--- config.mk ---
export PLATFORM = sky130hd
export DESIGN_NAME = l2_fill_sequencer
export DESIGN_NICKNAME = d
export VERILOG_FILES = /design/src/rtl/l2_fill_sequencer.sv
export SDC_FILE = /design/constraint.sdc
export NUM_CORES = 1
export LEC_CHECK = 0
export BUFFER_PORTS_ARGS = -buffer_cell sky130_fd_sc_hd__buf_2
export CORE_ASPECT_RATIO = 0.9
export CORE_UTILIZATION = 64
export CTS_BUF_LIST = sky130_fd_sc_hd__clkbuf_4 sky130_fd_sc_hd__clkbuf_8
export DETAILED_ROUTE_END_ITERATION = 12
export PLACE_DENSITY = 0.93
export SLEW_MARGIN = 20
export SYNTH_ARGS = -nofsm -noshare
export SYNTH_HDL_FRONTEND = slang
export SYNTH_SLANG_ARGS = --single-unit
--- constraint.sdc ---
create_clock -name clk -period 6.3 [get_ports clk]
set_clock_uncertainty 0.2 [all_clocks]
set_input_delay 1.575 -clock clk [delete_from_list [all_inputs] [get_ports clk]]
set_output_delay 1.575 -clock clk [all_outputs]
set_load 0.05 [all_outputs]
--- src/rtl/l2_fill_sequencer.sv ---
// L2 miss-fill sequencer: queues fill/unlock commands, obtains a victim way from
// the LRU, writes back dirty victims, installs the new tag and optionally locks it.
module l2_fill_sequencer #(
    parameter int NUM_SETS   = 4,
    parameter int NUM_WAYS   = 4,
    parameter int TAG_WIDTH  = 16,
    parameter int FIFO_DEPTH = 4,
    localparam int SW = $clog2(NUM_SETS),
    localparam int WW = $clog2(NUM_WAYS)
) (
    input  logic                 clk,
    input  logic                 reset,
    input  logic                 req_valid,
    output logic                 req_ready,
    input  logic                 req_unlock,
    input  logic [SW-1:0]        req_set,
    input  logic [TAG_WIDTH-1:0] req_tag,
    input  logic [WW-1:0]        req_way,
    input  logic                 req_lock,
    output logic                 lru_fill_en,
    output logic [SW-1:0]        lru_fill_set,
    input  logic [WW-1:0]        lru_fill_way,
    output logic                 lru_lock_en,
    output logic                 lru_lock_value,
    output logic [WW-1:0]        lru_lock_way,
    input  logic                 victim_dirty,
    output logic                 wb_valid,
    input  logic                 wb_ready,
    output logic [SW-1:0]        wb_set,
    output logic [WW-1:0]        wb_way,
    output logic                 tag_we,
    output logic [SW-1:0]        tag_set,
    output logic [WW-1:0]        tag_way,
    output logic [TAG_WIDTH-1:0] tag_value,
    output logic                 done,
    output logic                 busy
);

    localparam int PW = $clog2(FIFO_DEPTH);

    typedef struct packed {
        logic                 unlock;
        logic [SW-1:0]        set;
        logic [TAG_WIDTH-1:0] tag;
        logic [WW-1:0]        way;
        logic                 lock;
    } cmd_t;

    typedef enum logic [2:0] {IDLE, VREQ, VCAP, WB, INSTALL, UNLOCK} state_t;

    state_t        state, state_next;
    cmd_t          fifo_mem [FIFO_DEPTH];
    cmd_t          cmd_in, head, work;
    logic [PW:0]   wr_ptr, rd_ptr;
    logic [WW-1:0] victim_way;
    logic          full, empty, push, pop;

    assign cmd_in = '{unlock: req_unlock, set: req_set, tag: req_tag, way: req_way, lock: req_lock};
    assign head   = fifo_mem[rd_ptr[PW-1:0]];

    // Pointers carry one extra wrap bit: equal means empty, MSB-only difference means full.
    assign empty     = (wr_ptr == rd_ptr);
    assign full      = ((wr_ptr ^ rd_ptr) == {1'b1, {PW{1'b0}}});
    assign req_ready = !full;
    assign push      = req_valid && req_ready;
    assign pop       = (state == IDLE) && !empty;
    assign busy      = (state != IDLE) || !empty;

    // NOTE: command storage is not reset; entry validity comes only from the pointers.
    always_ff @(posedge clk) begin
        if (push) fifo_mem[wr_ptr[PW-1:0]] <= cmd_in;
    end

    // NOTE: non-blocking assignments so every register samples pre-edge values.
    always_ff @(posedge clk or negedge reset) begin
        if (!reset) begin
            wr_ptr     <= '0;
            rd_ptr     <= '0;
            state      <= IDLE;
            work       <= '0;
            victim_way <= '0;
        end else begin
            if (push) wr_ptr <= wr_ptr + (PW+1)'(1);
            if (pop) begin
                rd_ptr <= rd_ptr + (PW+1)'(1);
                work   <= head;
            end
            if (state == VCAP) victim_way <= lru_fill_way;
            state <= state_next;
        end
    end

    // Data outputs follow the working registers and are qualified by their strobes.
    assign lru_fill_set = work.set;
    assign wb_set       = work.set;
    assign wb_way       = victim_way;
    assign tag_set      = work.set;
    assign tag_way      = victim_way;
    assign tag_value    = work.tag;
    assign lru_lock_way = (state == UNLOCK) ? work.way : victim_way;

    // NOTE: every output of this block gets a default first, so no latch is inferred.
    always_comb begin
        state_next     = state;
        lru_fill_en    = 1'b0;
        lru_lock_en    = 1'b0;
        lru_lock_value = 1'b0;
        wb_valid       = 1'b0;
        tag_we         = 1'b0;
        done           = 1'b0;
        case (state)
            IDLE: begin
                if (!empty) state_next = head.unlock ? UNLOCK : VREQ;
            end
            VREQ: begin
                lru_fill_en = 1'b1;
                state_next  = VCAP;
            end
            VCAP: begin
                state_next = victim_dirty ? WB : INSTALL;
            end
            WB: begin
                wb_valid = 1'b1;
                if (wb_ready) state_next = INSTALL;
            end
            INSTALL: begin
                tag_we = 1'b1;
                done   = 1'b1;
                if (work.lock) begin
                    lru_lock_en    = 1'b1;
                    lru_lock_value = 1'b1;
                end
                state_next = IDLE;
            end
            UNLOCK: begin
                lru_lock_en = 1'b1;
                done        = 1'b1;
                state_next  = IDLE;
            end
            default: state_next = IDLE;
        endcase
    end

endmodule

==> reports/qor.csv, run 1 <==
metric;value;unit
slew margin rel.;37.1;%
Crit. End Element;primary output;
Area Growth Syn to Fin;11.5;%
fin crit period;4.08;ns
vias in the first global route;2562;
postcts setup bufs;0;
RSZ-0062 raised after global routing;false;
Die ar.;7970;um^2
run status;finished clean;
post-synthesis async set-or-reset flop share;26.7;%
Highest Signal Layer;met4;
Reg-to-Reg Start;rd_ptr[0]$_DFFE_PN0P_;
Clk pin slew, worst setup/hold paths;0.08;ns
dpl hpwl;5080;um
top cells by area, synth;edfxtp_1 54%, dfrtp_1 16%, mux4_2 10%;
Worst Min Path Start;tag_value[13]$_DFFE_PN0P_;
critical path's largest stage delay;0.93;ns
DRT Pass-1 Iters;4;
most common cell in the netlist;edfxtp_1;
library cells used by synthesis;32;
first-pass GRT wire length;12900;um
H-tree depth;4;
Synth top area share;54.2;%
Residual DRC;0;
metal3 WL;370;um
startpoint types;register;
post-route core utilization;75.2;%
total wire length;8140;um
die outline width;94.0;um
CTS Buffer Depth;2;
Clock Latency Late Sink;0.42;ns
initial antenna violation count;0;
All-Layer GR Usage;23.2;%
TritonCTS buffer count;17;
slew at the pin closest to its max-slew limit;0.944;ns
yosys warns;0;
Rows;29;
CP Class;register to primary output;
Core Box Area;7220;um^2
main flop type after synthesis;edfxtp_1;
cell chain of the critical path;xor2_1 > nor4_1 > inv_1 > buf_2;
Initial Util;67.5;%
mapped cell area;4870;um^2
Cells after Synth;256;
Net count, final;339;
post-route ant nets;0;
Vias per Instance;5.80;
post-synthesis average cell area;19.0;um^2
Die Ht;84.8;um
Hold Fails Final Rpt;0;
final setup TNS;0;ns
final setup fails;0;
Setup crit start;rd_ptr[0]$_DFFE_PN0P_;
CP required;4.53;ns
hold_buf cts;0;
routability cong.;0.750;
CTS root buf;clkbuf_8;
area leader, netlist;edfxtp_1;
n_diodes;0;
CP Data Arrival Time;2.31;ns
Post-Syn Nets;290;
global route total overflow;0;
CTS tree;yes;
First DRT Iteration DRCs;80;
sequential area share after synthesis;70.7;%
wire length on met2;4370;um
Hold Crit Class;register to register;
post-CTS sizing;0;
drt wl/cell;19.8;um
top cells by count, synth;88 x edfxtp_1, 32 x dfrtp_1, 26 x buf_4, 26 x mux2_2, 22 x mux4_2;
Via Count;2382;
max_cap viols;0;
Slew Limit Fails;0;
largest net degree at the start of global routing;33;
final period utilization;64.8;%
Slowest-stage cell, CP;dfrtp_2;
CP max FO;26;
fillers;442;
fmax;0.245;GHz
post-synthesis register bit count;120;
share of layout cells above drive strength 1;47.8;%
Post-synth EDFFs;88;
port bufs;64;
I/O Pins;65;
# clock sinks;120;
DRT met1 WL;3340;um
==> area by class of cell <==
cell class	count	area, um^2	area share (%)
clock buffer	17	234	4.31
clock inverter	15	119	2.19
inverter	5	18.8	0.345
multi-input combinational	97	1180	21.7
sequential	120	3450	63.4
tap	93	116	2.14
timing repair buffer	64	320	5.90
==> cells by family (layout without fill, tap and decap cells) <==
family / Yosys count / count (layout) / synth area share (%)
and+or+nand+nor: 23 / 23 / 2.44
adders and majority gates: 5 / 5 / 1.28
buffers and inverters: 39 / 101 / 5.52
AOI/OAI and AO/OA: 10 / 10 / 1.87
DFF: 120 / 120 / 70.7
muxes: 49 / 49 / 16.4
xor gates and xnor gates: 10 / 10 / 1.80
==> sequential cells by signal, indices dropped and copies added, names as in the netlist <==
name and count:
fifo_mem 88, tag_value 16, rd_ptr 3, state 3, work 3, wr_ptr 3, lru_fill_set 2, tag_way 2
==> final timing paths <==
check                                                  to  slack, ns  depth (start not counted)
worst min register to register  tag_value[13]$_DFFE_PN0P_       0.29                          1
worst max-delay path                                 busy       2.22                          4
min in group asynchronous       tag_value[13]$_DFFE_PN0P_       1.02                          1
worst max register to register   tag_value[8]$_DFFE_PN0P_       3.40                          3
worst min-delay path            tag_value[13]$_DFFE_PN0P_       0.29                          1
max in group asynchronous           rd_ptr[1]$_DFFE_PN0P_       4.34                          1
==> per-stage QoR <==
step | cells | setup slack [ns] | hold WS, ns | area [um^2]
after CTS | 411 | 1.97 | 0.295 | 5430
after floorplan | 256 | 2.79 | 0.259 | 4870
final | 411 | 2.22 | 0.287 | 5430
after detailed placement | 379 | 2.42 | 0.278 | 5070
after global routing | 411 | 2.02 | 0.326 | 5430
after global placement | 379 | 2.53 | 0.268 | 5070
==> worst max-delay path, delay by kind of cell, from the launching register on <==
family                 cells  cell delay [ns]
AND/OR/NAND/NOR            1             0.39
buffers and inverters      2             0.29
flip-flops                 1             0.93
XOR/XNOR                   1             0.26
==> routing by layer <==
layer	global-route usage, %	up-vias
met5	0	-
met4	7.69	0
met3	7.97	10
met2	39.0	87
met1	28.5	1226
li1	-	1059
==> cells in the final DEF (no fill, tap or decap), drive strengths merged, types with 2 or more instances in the layout <==
| cell type | synthesis | routed |
|---|---|---|
| buf | 31 | 64 |
| and2 | 3 | 3 |
| dfrtp | 32 | 32 |
| nor2b | 2 | 2 |
| mux2 | 27 | 27 |
| clkinvlp | 0 | 3 |
| nor2 | 7 | 7 |
| clkinv | 0 | 6 |
| nand2b | 2 | 2 |
| mux4 | 22 | 22 |
| nor3 | 2 | 2 |
| xnor2 | 4 | 4 |
| inv | 5 | 11 |
| xor2 | 6 | 6 |
| ha | 5 | 5 |
| edfxtp | 88 | 88 |
| clkbuf | 3 | 17 |
| a31oi | 2 | 2 |
| nand2 | 4 | 4 |
Power of run 1 is not shown: default switching activity piles up to over one toggle a cycle in this logic, so the estimate is an artifact.
==> inputs of run 2 (changes only) <==
--- a/config.mk
+++ b/config.mk
@@ -5,12 +5,13 @@
 export SDC_FILE = /design/constraint.sdc
 export NUM_CORES = 1
 export LEC_CHECK = 0
+export ABC_AREA = 1
 export BUFFER_PORTS_ARGS = -buffer_cell sky130_fd_sc_hd__buf_2
 export CORE_ASPECT_RATIO = 0.9
-export CORE_UTILIZATION = 64
+export CORE_UTILIZATION = 60
 export CTS_BUF_LIST = sky130_fd_sc_hd__clkbuf_4 sky130_fd_sc_hd__clkbuf_8
 export DETAILED_ROUTE_END_ITERATION = 12
-export PLACE_DENSITY = 0.93
+export PLACE_DENSITY = 0.88
 export SLEW_MARGIN = 20
 export SYNTH_ARGS = -nofsm -noshare
 export SYNTH_HDL_FRONTEND = slang
==> constraint.sdc (replaced) <==
create_clock -name clk -period 4 [get_ports clk]
set_clock_uncertainty 0.2 [all_clocks]
set_input_delay 1 -clock clk [delete_from_list [all_inputs] [get_ports clk]]
set_output_delay 1 -clock clk [all_outputs]
set_load 0.05 [all_outputs]
==> reports/qor.csv, run 2 <==
metric;value;unit
Hold Fails Final Rpt;0;
busiest metal layer after global routing;met2;
Initial Util;62.9;%
H-tree depth;4;
TritonCTS buffer count;17;
main flop type after synthesis;edfxtp_1;
Min-Delay Endpoint;tag_value[3]$_DFFE_PN0P_;
critical path's largest stage delay;0.39;ns
slew at the pin closest to its max-slew limit;0.707;ns
Worst Min Path Start;tag_value[3]$_DFFE_PN0P_;
r2r endpoint;fifo_mem[2][16]$_DFFE_PP_;
fillers;556;
Core Box Area;8150;um^2
Area Growth Syn to Fin;10.9;%
Die Ht;89.7;um
CP Data Arrival Time;1.85;ns
mapped cell area;5120;um^2
post-CTS sizing;0;
most common cell in the netlist;nand2_1;
share of layout cells above drive strength 1;21.0;%
Rows;31;
routability cong.;0.842;
cell chain of the critical path;inv_2 > nand2_1 > nand2_2 > nand4_1 > buf_2;
dpl ws;1.41;ns
dpl cell area;5330;um^2
CP required;2.80;ns
post-synthesis average cell area;10.9;um^2
post-synthesis register bit count;120;
commonest non-fill, non-tap cell in the layout;nand2_1;
run status;finished clean;
Slowest-stage cell, CP;dfrtp_1;
Leak Pwr;2.47;nW
final setup fails;0;
Residual DRC;0;
vias in the first global route;3345;
met3 usage;5.80;%
postcts setup bufs;0;
Crit. End Element;primary output;
initial antenna violation count;0;
final instance area;5680;um^2
GR Util met1;30.4;%
Clock power frac;19.2;%
Die ar.;8920;um^2
port bufs;64;
flop-to-flop setup slack;1.87;ns
Net count, final;551;
Crit path max-delay family;buffers and inverters;
Final WS setup;0.947;ns
CTS root buf;clkbuf_8;
library cells used by synthesis;25;
WP buf/inv;2;
Cells after Synth;471;
Worst VDD drop;0.000420;V
max_cap viols;0;
CTS tree;yes;
Clock Latency Late Sink;0.43;ns
area leader, netlist;edfxtp_1;
total wire length;10200;um
dpl hpwl;6220;um
Synth top area share;51.6;%
fin crit period;3.05;ns
r2r worst-path depth;7;
combinational share of power;44.3;%
Power Density;901;nW/um^2
post-synthesis async set-or-reset flop share;26.7;%
startpoint types;register;
Clk pin slew, worst setup/hold paths;0.07;ns
final setup TNS;0;ns
Switching Fraction;45.1;%
most frequent cells in the layout;95 x nand2_1, 93 x nor2_1, 88 x edfxtp_1;
Min-Delay Path Depth;2;
# clock sinks;120;
Post-Syn Nets;505;
DRT Pass-1 Iters;5;
largest net degree at the start of global routing;47;
Hold Crit Class;register to register;
first-pass GRT wire length;16000;um
final period utilization;76.3;%
total power;5.12;mW
Post-synth EDFFs;88;
P_sw;2.31;mW
All-Layer GR Usage;24.7;%
Via Count;3514;
CP Class;register to primary output;
drt wl/cell;16.2;um
Slew Limit Fails;0;
I/O Pins;65;
RSZ-0062 raised after global routing;false;
Largest register FFs;88;
post-route ant nets;0;
fmax;0.328;GHz
top cells by count, synth;95 x nand2_1, 93 x nor2_1, 88 x edfxtp_1;
global route total overflow;0;
CTS Buffer Depth;2;
CP max FO;23;
slew margin rel.;52.8;%
GR Util met2;41.5;%
yosys warns;0;
hold_buf cts;0;
internal power;2.81;mW
First DRT Iteration DRCs;284;
Vias per Instance;5.60;
die outline width;99.4;um
Reg-to-Reg Start;rd_ptr[1]$_DFFE_PN0P_;
n_diodes;0;
part of the power in registers;36.5;%
sequential area share after synthesis;67.2;%
top cells by area, synth;edfxtp_1 52%, dfrtp_1 16%, nand2_1 7.0%;
==> run 2: changes by cell type in the layout (fill, tap and decap cells not counted), moves of 3 or more <==
cell / previous run / this run
xor2_1: 6 / 0
nand2_2: 0 / 3
nand2_1: 4 / 95
nor2_1: 7 / 93
and2_2: 3 / 0
nand3_1: 0 / 29
mux2_2: 26 / 4
buf_4: 0 / 8
mux4_2: 22 / 0
o21ai_0: 1 / 43
clkinv_1: 0 / 4
inv_1: 5 / 19
inv_6: 5 / 0
==> run 2: per-layer routing <==
metal | up-vias | wire length [um]
li1 | 1630 | -
met1 | 1687 | 4250
met2 | 169 | 4930
met3 | 28 | 779
met4 | 0 | 224
met5 | - | 0
==> run 2: logic make-up after synthesis <==
kind of cell	synth area share, %
flip-flops	67.2
multiplexers	0.879
AO/OA/AOI/OAI	4.64
AND/OR/NAND/NOR	18.4
buffers and inverters	7.37
adder cells (fa/ha/maj)	1.22
XOR/XNOR	0.342
==> run 2: cell type report <==
class	count	area, um^2	share of cell area (%)
clock buffers	18	241	4.25
flip-flops and latches	120	3440	60.6
multi-input cells	285	1300	22.9
inverters	21	78.8	1.39
repair buffers	72	380	6.69
clock inverters	12	111	1.96
well taps	99	124	2.18
==> run 2: stage by stage <==
stage | utilization (%) | hold slack (ns) | cells
after floorplan | - | 0.245 | 471
after global placement | 65.4 | 0.259 | 597
after global routing | 69.8 | 0.300 | 627
final | 69.8 | 0.276 | 627
after detailed placement | 65.4 | 0.262 | 597
after CTS | 69.8 | 0.279 | 627
==> run 2: how the worst max path moves through the flow <==
stage | from | end | slack [ns] | cells past startpoint
6_report | rd_ptr[1]$_DFFE_PN0P_ | busy | 0.95 | 5
5_1_grt | rd_ptr[1]$_DFFE_PN0P_ | busy | 0.83 | 5
4_1_cts | state[1]$_DFFE_PN0P_ | busy | 0.95 | 4
3_5_place_dp | state[1]$_DFFE_PN0P_ | busy | 1.41 | 4
3_3_place_gp | rd_ptr[1]$_DFFE_PN0P_ | busy | 1.45 | 5
2_1_floorplan | state[1]$_DFFE_PN0P_ | lru_lock_en | 0.59 | 4
==> run 2: worst register-to-register path, delay by kind of cell, from the launching register on <==
| family | cells | cell delay (ns) |
|---|---|---|
| buf+inv | 2 | 0.60 |
| simple gates | 5 | 0.58 |
| flops | 1 | 0.39 |
==> run 2: power groups by stage <==
| stage | Clock [mW] | Sequential, mW | Combinational (mW) |
|---|---|---|---|
| after floorplan | 0 | 1.88 | 1.89 |
| after global placement | 0 | 1.87 | 2.15 |
| after detailed placement | 0 | 1.89 | 2.23 |
| after CTS | 0.989 | 1.87 | 2.25 |
| after global routing | 1.04 | 1.90 | 2.46 |
| final | 0.985 | 1.87 | 2.27 |
(Power assumes the default switching activity.)
==> inputs of run 3 (changes only) <==
--- a/config.mk
+++ b/config.mk
@@ -8,10 +8,10 @@
 export ABC_AREA = 1
 export BUFFER_PORTS_ARGS = -buffer_cell sky130_fd_sc_hd__buf_2
 export CORE_ASPECT_RATIO = 0.9
-export CORE_UTILIZATION = 60
+export CORE_UTILIZATION = 54
 export CTS_BUF_LIST = sky130_fd_sc_hd__clkbuf_4 sky130_fd_sc_hd__clkbuf_8
 export DETAILED_ROUTE_END_ITERATION = 12
-export PLACE_DENSITY = 0.88
+export PLACE_DENSITY = 0.84
 export SLEW_MARGIN = 20
 export SYNTH_ARGS = -nofsm -noshare
 export SYNTH_HDL_FRONTEND = slang
==> constraint.sdc (replaced) <==
create_clock -name clk -period 2.8 [get_ports clk]
set_clock_uncertainty 0.2 [all_clocks]
set_input_delay 0.7 -clock clk [delete_from_list [all_inputs] [get_ports clk]]
set_output_delay 0.7 -clock clk [all_outputs]
set_load 0.05 [all_outputs]
==> reports/qor.csv, run 3 (synthesis gave the netlist of run 2 again) <==
metric;value;unit
Area Growth Syn to Fin;14.1;%
Die ar.;9880;um^2
Rows;33;
CTS tree;yes;
P_sw;3.32;mW
Die Ht;94.4;um
Via Count;3377;
total wire length;9940;um
Switching Fraction;43.2;%
Worst VDD drop;0.000710;V
final setup TNS;0;ns
run status;finished clean;
first-pass GRT wire length;15800;um
largest net degree at the start of global routing;46;
Residual DRC;0;
die outline width;105;um
most frequent cells in the layout;95 x nand2_1, 93 x nor2_1, 88 x edfxtp_1;
combinational share of power;41.8;%
First DRT Iteration DRCs;255;
DRT Pass-1 Iters;4;
Core Box Area;9170;um^2
final period utilization;91.8;%
Hold Crit Class;input port to asynchronous set/reset pin;
post-route ant nets;0;
final setup fails;0;
max_cap viols;0;
commonest non-fill, non-tap cell in the layout;nand2_1;
dpl hpwl;5850;um
Vias per Instance;5.16;
Hold WS;0.123;ns
Clock Latency Late Sink;0.42;ns
flop-to-flop setup slack;0.78;ns
# clock sinks;120;
share of layout cells above drive strength 1;22.6;%
slew at the pin closest to its max-slew limit;0.707;ns
Largest register FFs;88;
port bufs;64;
fillers;653;
CTS root buf;clkbuf_8;
post-CTS sizing;0;
global route total overflow;0;
Crit. End Element;primary output;
fmax;0.389;GHz
CP Class;register to primary output;
postcts setup bufs;0;
CTS Buffer Depth;2;
All-Layer GR Usage;21.5;%
Net count, final;553;
RSZ-0062 raised after global routing;false;
Leak Pwr;2.52;nW
slew margin rel.;52.9;%
vias in the first global route;3256;
Layout Cells excl Fill;655;
total power;7.68;mW
CP max FO;7;
CP required;1.90;ns
I/O Pins;65;
TritonCTS buffer count;17;
Clk pin slew, worst setup/hold paths;0.07;ns
H-tree depth;4;
hold_buf cts;0;
routability cong.;0.792;
Slew Limit Fails;0;
Reg-to-Reg Start;wr_ptr[0]$_DFFE_PN0N_;
r2r worst-path depth;7;
Clock power frac;23.3;%
Initial Util;55.9;%
initial antenna violation count;0;
r2r endpoint;fifo_mem[2][10]$_DFFE_PP_;
startpoint types;register;
drt wl/cell;15.2;um
fin crit period;2.57;ns
# placed instances;622;
Power Density;1310;nW/um^2
CP Data Arrival Time;1.67;ns
internal power;4.36;mW
Hold Fails Final Rpt;0;
part of the power in registers;34.8;%
run 3: power groups by stage:
stage | sequential [mW] | clock, mW | combinational [mW]
3_5_place_dp | 2.70 | 0 | 3.17
5_1_grt | 2.72 | 1.89 | 3.53
6_report | 2.67 | 1.79 | 3.21
2_1_floorplan | 2.69 | 0 | 2.71
3_3_place_gp | 2.67 | 0 | 3.11
4_1_cts | 2.67 | 1.81 | 3.21
run 3: final cells by class:
| type | instances | area, um^2 | area share (%) |
|---|---|---|---|
| clock inverter | 13 | 218 | 3.72 |
| sequential | 120 | 3440 | 58.9 |
| multi-input combinational | 285 | 1310 | 22.4 |
| tap | 122 | 153 | 2.61 |
| timing repair buffer | 74 | 395 | 6.76 |
| antenna | 1 | 2.50 | 0.0428 |
| inverter | 21 | 78.8 | 1.35 |
| clock buffer | 19 | 249 | 4.26 |
run 3: how the worst max path moves through the flow:
stage                                      from                        to  slack, ns  depth (start not counted)
after floorplan           rd_ptr[0]$_DFFE_PN0P_  fifo_mem[0][0]$_DFFE_PP_        0.1                          6
after global placement     state[1]$_DFFE_PN0P_           lru_lock_way[1]       0.70                          4
after detailed placement   state[1]$_DFFE_PN0P_           lru_lock_way[1]       0.65                          4
after CTS                  state[1]$_DFFE_PN0P_           lru_lock_way[1]       0.20                          4
after global routing       state[1]$_DFFE_PN0P_           lru_lock_way[0]       0.12                          4
final                      state[1]$_DFFE_PN0P_           lru_lock_way[1]       0.23                          4
run 3: per-layer routing:
layer | wire (um) | part of all wire, % | track usage, %
met5 | 0 | 0 | 0
met4 | 148 | 1.5 | 11.3
met3 | 824 | 8.3 | 7.25
met2 | 4780 | 48 | 33.9
met1 | 4180 | 42 | 26.7
run 3: per-stage QoR:
stage | cell area (um^2) | util [%] | setup WS (ns)
detailed placement | 5380 | 58.7 | 0.648
CTS | 5850 | 63.8 | 0.203
global route | 5850 | 63.8 | 0.124
global placement | 5380 | 58.7 | 0.696
finish | 5850 | 63.8 | 0.229
floorplan | 5130 | - | 0.0986
run 3: worst max-delay path: stages, from the launching register on:
cell,delay (ns)
dfrtp_1,0.50
inv_1,0.07
nand3_1,0.13
mux2_2,0.34
buf_2,0.21
